<file path="config.mk">
export PLATFORM = sky130hd
export DESIGN_NAME = param_fifo_flat
export DESIGN_NICKNAME = d
export VERILOG_FILES = /design/src/rtl/param_fifo_if.sv /design/src/rtl/param_fifo.sv /design/src/flat_wrapper.sv
export SDC_FILE = /design/constraint.sdc
export NUM_CORES = 1
export LEC_CHECK = 0
export BUFFER_PORTS_ARGS = -buffer_cell sky130_fd_sc_hd__buf_2
export CAP_MARGIN = 20
export CORE_MARGIN = 2
export CORE_UTILIZATION = 45
export CTS_BUF_LIST = sky130_fd_sc_hd__clkbuf_16
export CTS_CLUSTER_SIZE = 28
export DETAILED_ROUTE_END_ITERATION = 6
export SLEW_MARGIN = 20
export SYNTH_ARGS = -nofsm -noshare
export SYNTH_HDL_FRONTEND = slang
export SYNTH_SLANG_ARGS = --single-unit
</file>
<file path="constraint.sdc">
create_clock -name clk -period 10.2 [get_ports clk]
set_clock_uncertainty 0.1 [all_clocks]
set_input_delay 0.51 -clock clk [delete_from_list [all_inputs] [get_ports clk]]
set_output_delay 0.51 -clock clk [all_outputs]
set_load 0.1 [all_outputs]
</file>
<file path="src/rtl/param_fifo_if.sv">
// Handshake bundle for param_fifo: producer-side write channel and
// consumer-side read channel. The FIFO connects through the slave modport.
interface param_fifo_if #(
  parameter int WIDTH = 32
);
  logic             wr_valid;
  logic [WIDTH-1:0] wr_data;
  logic             wr_ready;
  logic             rd_valid;
  logic [WIDTH-1:0] rd_data;
  logic             rd_ready;

  modport master (
    output wr_valid, wr_data, rd_ready,
    input  wr_ready, rd_valid, rd_data
  );

  modport slave (
    input  wr_valid, wr_data, rd_ready,
    output wr_ready, rd_valid, rd_data
  );
endinterface

</file>
<file path="src/rtl/param_fifo.sv">
// Parametrised single-clock FIFO with valid/ready on both sides,
// first-word-fall-through read port, occupancy count, almost-full/empty
// thresholds and sticky overflow/underflow flags.
module param_fifo #(
  parameter int WIDTH    = 32,
  parameter int DEPTH    = 8,
  parameter int AF_LEVEL = 6,
  parameter int AE_LEVEL = 2
) (
  input  logic                     clk,
  input  logic                     reset,
  input  logic                     flush,
  param_fifo_if.slave              bus,
  output logic [$clog2(DEPTH):0]   count,
  output logic                     almost_full,
  output logic                     almost_empty,
  output logic                     overflow,
  output logic                     underflow
);

  localparam int AW = $clog2(DEPTH);
  localparam int CW = AW + 1;

  logic [WIDTH-1:0] mem [DEPTH];
  logic [AW-1:0]    wptr;
  logic [AW-1:0]    rptr;
  logic             push;
  logic             pop;

  // Status and handshake decode, all derived from the registered count
  always_comb begin
    bus.wr_ready = (count != CW'(DEPTH));
    bus.rd_valid = (count != '0);
    almost_full  = (count >= CW'(AF_LEVEL));
    almost_empty = (count <= CW'(AE_LEVEL));
    push         = bus.wr_valid & bus.wr_ready;
    pop          = bus.rd_valid & bus.rd_ready;
    bus.rd_data  = bus.rd_valid ? mem[rptr] : '0;
  end

  // Storage write; contents survive reset and flush, only pointers move
  always_ff @(posedge clk) begin
    if (push && !flush) begin
      mem[wptr] <= bus.wr_data;
    end
  end

  // Pointers, occupancy and sticky error flags; flush overrides any access
  always_ff @(posedge clk or negedge reset) begin
    if (!reset) begin
      wptr      <= '0;
      rptr      <= '0;
      count     <= '0;
      overflow  <= 1'b0;
      underflow <= 1'b0;
    end else if (flush) begin
      wptr      <= '0;
      rptr      <= '0;
      count     <= '0;
      overflow  <= 1'b0;
      underflow <= 1'b0;
    end else begin
      if (push) wptr <= wptr + AW'(1);
      if (pop)  rptr <= rptr + AW'(1);
      case ({push, pop})
        2'b10:   count <= count + CW'(1);
        2'b01:   count <= count - CW'(1);
        default: count <= count;
      endcase
      if (bus.wr_valid && !bus.wr_ready) overflow  <= 1'b1;
      if (bus.rd_ready && !bus.rd_valid) underflow <= 1'b1;
    end
  end

endmodule

</file>
<file path="src/flat_wrapper.sv">
// flat-port wrapper written by rule: the top's interface ports become plain ports
module param_fifo_flat 
#(
  parameter int WIDTH    = 32,
  parameter int DEPTH    = 8,
  parameter int AF_LEVEL = 6,
  parameter int AE_LEVEL = 2
)
  (clk, reset, flush, count, almost_full, almost_empty, overflow, underflow, bus_wr_valid, bus_wr_data, bus_rd_ready, bus_wr_ready, bus_rd_valid, bus_rd_data);
  param_fifo_if #(.WIDTH(WIDTH)) bus_i ();
  input  logic clk;
  input  logic reset;
  input  logic flush;
  output logic [$clog2(DEPTH):0] count;
  output logic almost_full;
  output logic almost_empty;
  output logic overflow;
  output logic underflow;
  input wire logic [$bits(bus_i.wr_valid)-1:0] bus_wr_valid;
  input wire logic [$bits(bus_i.wr_data)-1:0] bus_wr_data;
  input wire logic [$bits(bus_i.rd_ready)-1:0] bus_rd_ready;
  output wire logic [$bits(bus_i.wr_ready)-1:0] bus_wr_ready;
  output wire logic [$bits(bus_i.rd_valid)-1:0] bus_rd_valid;
  output wire logic [$bits(bus_i.rd_data)-1:0] bus_rd_data;
  assign bus_i.wr_valid = bus_wr_valid;
  assign bus_i.wr_data = bus_wr_data;
  assign bus_i.rd_ready = bus_rd_ready;
  assign bus_wr_ready = bus_i.wr_ready;
  assign bus_rd_valid = bus_i.rd_valid;
  assign bus_rd_data = bus_i.rd_data;
  param_fifo #(.WIDTH(WIDTH), .DEPTH(DEPTH), .AF_LEVEL(AF_LEVEL), .AE_LEVEL(AE_LEVEL)) u_core (.clk(clk), .reset(reset), .flush(flush), .bus(bus_i), .count(count), .almost_full(almost_full), .almost_empty(almost_empty), .overflow(overflow), .underflow(underflow));
endmodule
</file>
-- Yosys cells after proc, flatten, opt, wreduce, memory -nomap -nowiden
Memory sizes are Yosys's and may differ from the RTL's.
Index checks and enable logic that the tools add are counted.
- flip-flop bits (word level): 12
- memory bits (writable): 256
- input port bits: 37
- output and inout port bits: 42
- word-level logic and storage cells: 42
- memories kept: 1
- memory list (name ; words ; width ; rd ports ; clocked after Yosys merged registers in ; write ports ; RTL line ; source):
    u_core.mem ; 8 ; 32 ; 1 ; 0 ; 1 ; param_fifo.sv:24 ; logic [WIDTH-1:0] mem [DEPTH];
- add/subtract/negate cells: 4
- order comparisons: 2
- eq/ne operators: 3
- muxes and demuxes: 13
- bitwise operators: 2
- reduce and logical (&&, ||, !) cells: 12
- operators with widths (operator ; number):
    $mux W32 ; 1
    $mux W3 ; 4
    $pmux W4 S2 ; 1
    $reduce_bool A2 Y1 ; 4
    $add A3 B1 Y3 const B ; 2
    $mux W1 ; 6
    $add A4 B1 Y4 const B ; 1
    $ge A4 B3 Y1 const B ; 1
    $le A4 B2 Y1 const B ; 1
    $mux W4 ; 1
    $ne A4 B4 Y1 const B ; 1
    $reduce_bool A4 Y1 ; 1
    $sub A4 B1 Y4 const B ; 1
    $logic_and A1 B1 Y1 ; 3
    $logic_not A1 Y1 ; 3
    $reduce_bool A3 Y1 ; 1
    $and A1 B1 Y1 ; 2
    $eq A2 B1 Y1 const B ; 1
    $eq A2 B2 Y1 const B ; 1

-- Depth between registers and ports, before layout
- depth after elaboration: 5
- gate-level depth with buffers: 10
- depth with buffers taken out: 9

-- Worst setup path before layout
Ideal clock, no wire load.
- path kind: register to register
- from: register u_core.count[2]
- to: memory u_core.mem[0][0] (enable)
- setup time: 0.461 ns
- data arrival time: 4.585 ns
- data required time: 9.639 ns
- slack: 5.054 ns
- stages on the path, launching flop included: 7
- buffers on the path: 2
- period minus slack after synthesis: 5.146 ns
- cell sequence: dfrtp_1 -> buf_4 -> or4b_1 -> clkbuf_2 -> nand2_1 -> or3_4 -> nor3_1
- cells in the longest elaborated chain, start to end: 5
- ends and longest elaborated chain (what ; RTL line ; source):
    start: declaration ; param_fifo.sv:14 ; output logic [$clog2(DEPTH):0] count,
    start signal: assignment ; param_fifo.sv:66 ; 2'b10: count <= count + CW'(1);
    start signal: assignment ; param_fifo.sv:67 ; 2'b01: count <= count - CW'(1);
    start signal: assignment ; param_fifo.sv:68 ; default: count <= count;
    $ne A4 B4 Y1 ; param_fifo.sv:32 ; bus.wr_ready = (count != CW'(DEPTH));
    named net bus_wr_ready ; flat_wrapper.sv:22 ; output wire logic [$bits(bus_i.wr_ready)-1:0] bus_wr_ready;
    $and A1 B1 Y1 ; param_fifo.sv:36 ; push = bus.wr_valid & bus.wr_ready;
    $logic_and A1 B1 Y1 ; param_fifo.sv:43 ; if (push && !flush) begin
    $mux W1 ; param_fifo.sv:43 ;
    $mux W1 (not written as such) ; param_fifo.sv:44 ; mem[wptr] <= bus.wr_data;
    end: declaration ; param_fifo.sv:24 ;
The timed path passes the listed nets, and every way through them passes these cells.

-- Worst setup path in the final report
- from: register u_core.rptr[1]
- to: output bus_rd_data[31]
- cells in the longest elaborated chain, start to end: 2
- ends and longest elaborated chain (what ; RTL line ; source):
    start: declaration ; param_fifo.sv:26 ; logic [AW-1:0] rptr;
    start signal: assignment ; param_fifo.sv:64 ; if (pop) rptr <= rptr + AW'(1);
    $mem_v2 Z8 W32 ; n/a ;
    $mux W32 ; param_fifo.sv:38 ; bus.rd_data = bus.rd_valid ? mem[rptr] : '0;
    end: declaration ; flat_wrapper.sv:24 ; output wire logic [$bits(bus_i.rd_data)-1:0] bus_rd_data;
Every way passes these cells.

==> flow_metrics.py <==
metrics = {
    "worst_setup_path": {
        "rr_worst_depth": 10,
        "path_buf_inv": 2,
        "slowest_delay_ns": 0.74,
        "cp_max_fo": 44,
        "crit_arrival_ns": 3.04,
        "cp-start-kind": "register",
        "critical_path_class": "reg -> out",
        "cp.required_ns": 9.59,
        "r2r-end": "u_core.count[3]",
        "cp-end-kind": "primary output",
        "path_cells": "buf_4 -> mux4_2 -> mux2i_1 -> nor2_1 -> buf_2",
        "rr_startpoint": "u_core.count[0]",
        "critical-path-top-delay-family": "buffers and inverters",
        "rrSetupSlack_ns": 7.26,
        "slowest_stage": "dfrtp_2",
    },
    "floorplanning": {
        "core_area_mm2": 0.0228,
        "die_y_um": 157,
        "initial_utilization": 0.462,
        "ios": 79,
        "rows": 55,
        "die_x_um": 157,
        "fp.dieArea_mm2": 0.0246,
    },
    "routing": {
        "routed_via_density": 5.46,
        "detail-route-antenna-nets": 0,
        "drt-pass1-iter-count": 4,
        "drtIter0Drc": 411,
        "drt-total-wl_um": 20700,
        "wl_per_cell_um": 22.4,
        "vias": 5065,
        "route.detailed.drc": 0,
    },
    "finish": {
        "syn2layout_area_growth_pct": 16.3,
        "fin_nets": 634,
        "final_area_mm2": 0.0122,
        "ff_latch_area_mm2": 0.00799,
        "final_common_cell": "edfxtp_1",
        "fill_cells": 1785,
        "num_antenna_cells": 0,
        "final_cell_mix": "edfxtp_1, buf_2, mux4_2",
        "multiInputGateArea_mm2": 0.00243,
        "drive_above_1_share": 0.342,
    },
    "cts": {
        "cts_max_level": 1,
        "cts_root_buf": "clkbuf_16",
        "clkLatencyLatePin_ns": 0.53,
        "clock-sinks": 268,
        "cts_tree": "yes",
        "cts_resized": 0,
        "cts.clk_slew.worst_paths_ns": 0.06,
        "numCtsBuffers": 28,
        "clockBufferDepth": 3,
    },
    "global_routing": {
        "grt_pass1_wl_um": 32000,
        "grt_pass1_vias": 5291,
        "antenna_found_initial": 0,
        "grtUsageTotal": 0.174,
        "overflow": 0,
        "grt_start_max_net_pins": 55,
    },
    "synth": {
        "ys_ff_latch": 268,
        "syn-num-nets": 542,
        "synth.area.top_cells": "edfxtp_1, mux4_2, mux2i_1",
        "synthDistinctLibCells": 36,
        "yosysTopAreaCell": "edfxtp_1",
        "synth_warnings": 0,
        "synth_top_area_share": 0.730,
        "synthCells": 501,
        "ys_seq_area_frac": 0.758,
        "syn-cell-area_mm2": 0.0105,
        "avgSynthCellArea_um2": 21.0,
    },
    "sta": {
        "holdWs_ns": 0.149,
        "fin_crit_ns": 3.65,
        "fin_crit_sh": 0.357,
        "setup_violations": 0,
        "max_freq_ghz": 0.274,
        "tightest_slew_ns": 0.789,
        "setup_tns_ns": 0,
        "relSlewSlack": 0.474,
        "drv_slew": 0,
        "rsz0062_at_grt": "no",
        "hold_violations": 0,
    },
    "min_path": {
        "hp-start": "bus_wr_data[20]",
        "hold_class": "in -> reg",
        "min_to": "u_core.mem[5][20]",
        "min_path_cells": 1,
    },
    "placement": {
        "dp.final_hpwl_um": 11000,
        "place_congestion": 0.707,
        "io_buffer_count": 78,
        "dpl_cell_area_mm2": 0.0113,
    },
    "power": {
        "ir_drop_mv": 0.186,
        "leakagePower_nw": 4.00,
        "totalPowerFinal_mw": 3.70,
        "powerDensity_mw_per_mm2": 302,
    },
    "outcome": {
        "status": "complete, no violations",
    },
    "run": {
        "drv_cap": 0,
    },
}
state kept, by name, summed over array words and instances, names as in the netlist:
register,cells
u_core.wptr,3
u_core.overflow,1
u_core.rptr,3
u_core.mem,256
u_core.count,4
u_core.underflow,1
through the flow:
| stage | worst slack [ns] | utilization | std cells |
|---|---|---|---|
| floorplan | 5.05 | - | 501 |
| global placement | 6.80 | 0.497 | 875 |
| detailed placement | 6.81 | 0.497 | 875 |
| CTS | 6.24 | 0.538 | 927 |
| global route | 6.37 | 0.538 | 927 |
| finish | 6.55 | 0.538 | 927 |
cell type report:
type                       instances  share of cell area
sequential                       268               0.653
multi-input combinational        201               0.199
clock buffer                      29              0.0593
timing repair buffer              91              0.0404
tap                              313              0.0320
clock inverter                    22              0.0162
inverter                           3            0.000919
how the worst max path moves through the flow:
stage               startpoint               end  cells after the start  slack (ns)
3_3_place_gp    u_core.rptr[0]   bus_rd_data[25]                      5        6.80
6_report        u_core.rptr[1]   bus_rd_data[31]                      5        6.55
2_1_floorplan  u_core.count[2]  u_core.mem[0][0]                      6        5.05
5_1_grt         u_core.rptr[0]   bus_rd_data[19]                      5        6.37
3_5_place_dp    u_core.rptr[0]   bus_rd_data[23]                      5        6.81
4_1_cts         u_core.rptr[0]   bus_rd_data[31]                      5        6.24
cells in the mapped netlist:
master and n:
inv_2 1, nand2_1 5, edfxtp_1 256, nand3b_1 2
ha_1 4, nor3_1 5, buf_2 4, a21oi_1 5
and3b_1 1, o21ai_0 3, a211oi_1 1, buf_6 1
dfrtp_1 12, mux4_2 64, o22ai_1 1, or4b_1 1
xnor2_1 2, or3_4 1, nand2b_1 3, o31ai_1 1
o311a_4 1, nand3_1 7, a211oi_4 1, nor4_4 1
buf_4 9, o41ai_1 1, clkbuf_1 9, clkbuf_2 1
xor2_1 4, nand4b_1 2, a31oi_1 2, nor2_1 48
buf_1 5, mux2i_1 34, inv_1 2, a21o_1 1
worst register-to-register path, stage by stage, from the launching register on:
cell,delay [ns]
dfrtp_1,0.56
nor4_4,0.33
buf_4,0.50
inv_2,0.14
nand3_1,0.22
inv_1,0.10
ha_1,0.32
a31oi_1,0.25
nor3_1,0.07
nand3_1,0.11
nand4b_1,0.12
logic make-up after synthesis:
logic type / Yosys count / share of synthesized area
flops: 268 / 0.758
mux: 98 / 0.169
simple gates: 76 / 0.0343
buf+inv: 32 / 0.0159
compound gates: 17 / 0.0125
xor+xnor: 6 / 0.00499
fa+ha+maj: 4 / 0.00475
metal layers:
layer	global-route usage	vias to the layer above	part of all wire
li1	-	2232	-
met1	0.237	2695	0.44
met2	0.304	117	0.51
met3	0.0267	21	0.043
met4	0.0328	0	0.0098
met5	0	-	0
power breakdown:
group          switching (mW)  total [mW]  internal, mW
combinational            1.04        1.38         0.336
clock                   0.397        1.01         0.612
sequential             0.0552        1.31          1.25
total                    1.50        3.70          2.20
timing repair:
item,in CTS,in global routing
hold endpoints to repair,12,0
hold buffers,1,0
buffers inserted,0,0
Power figures use the tool's default switching activity.
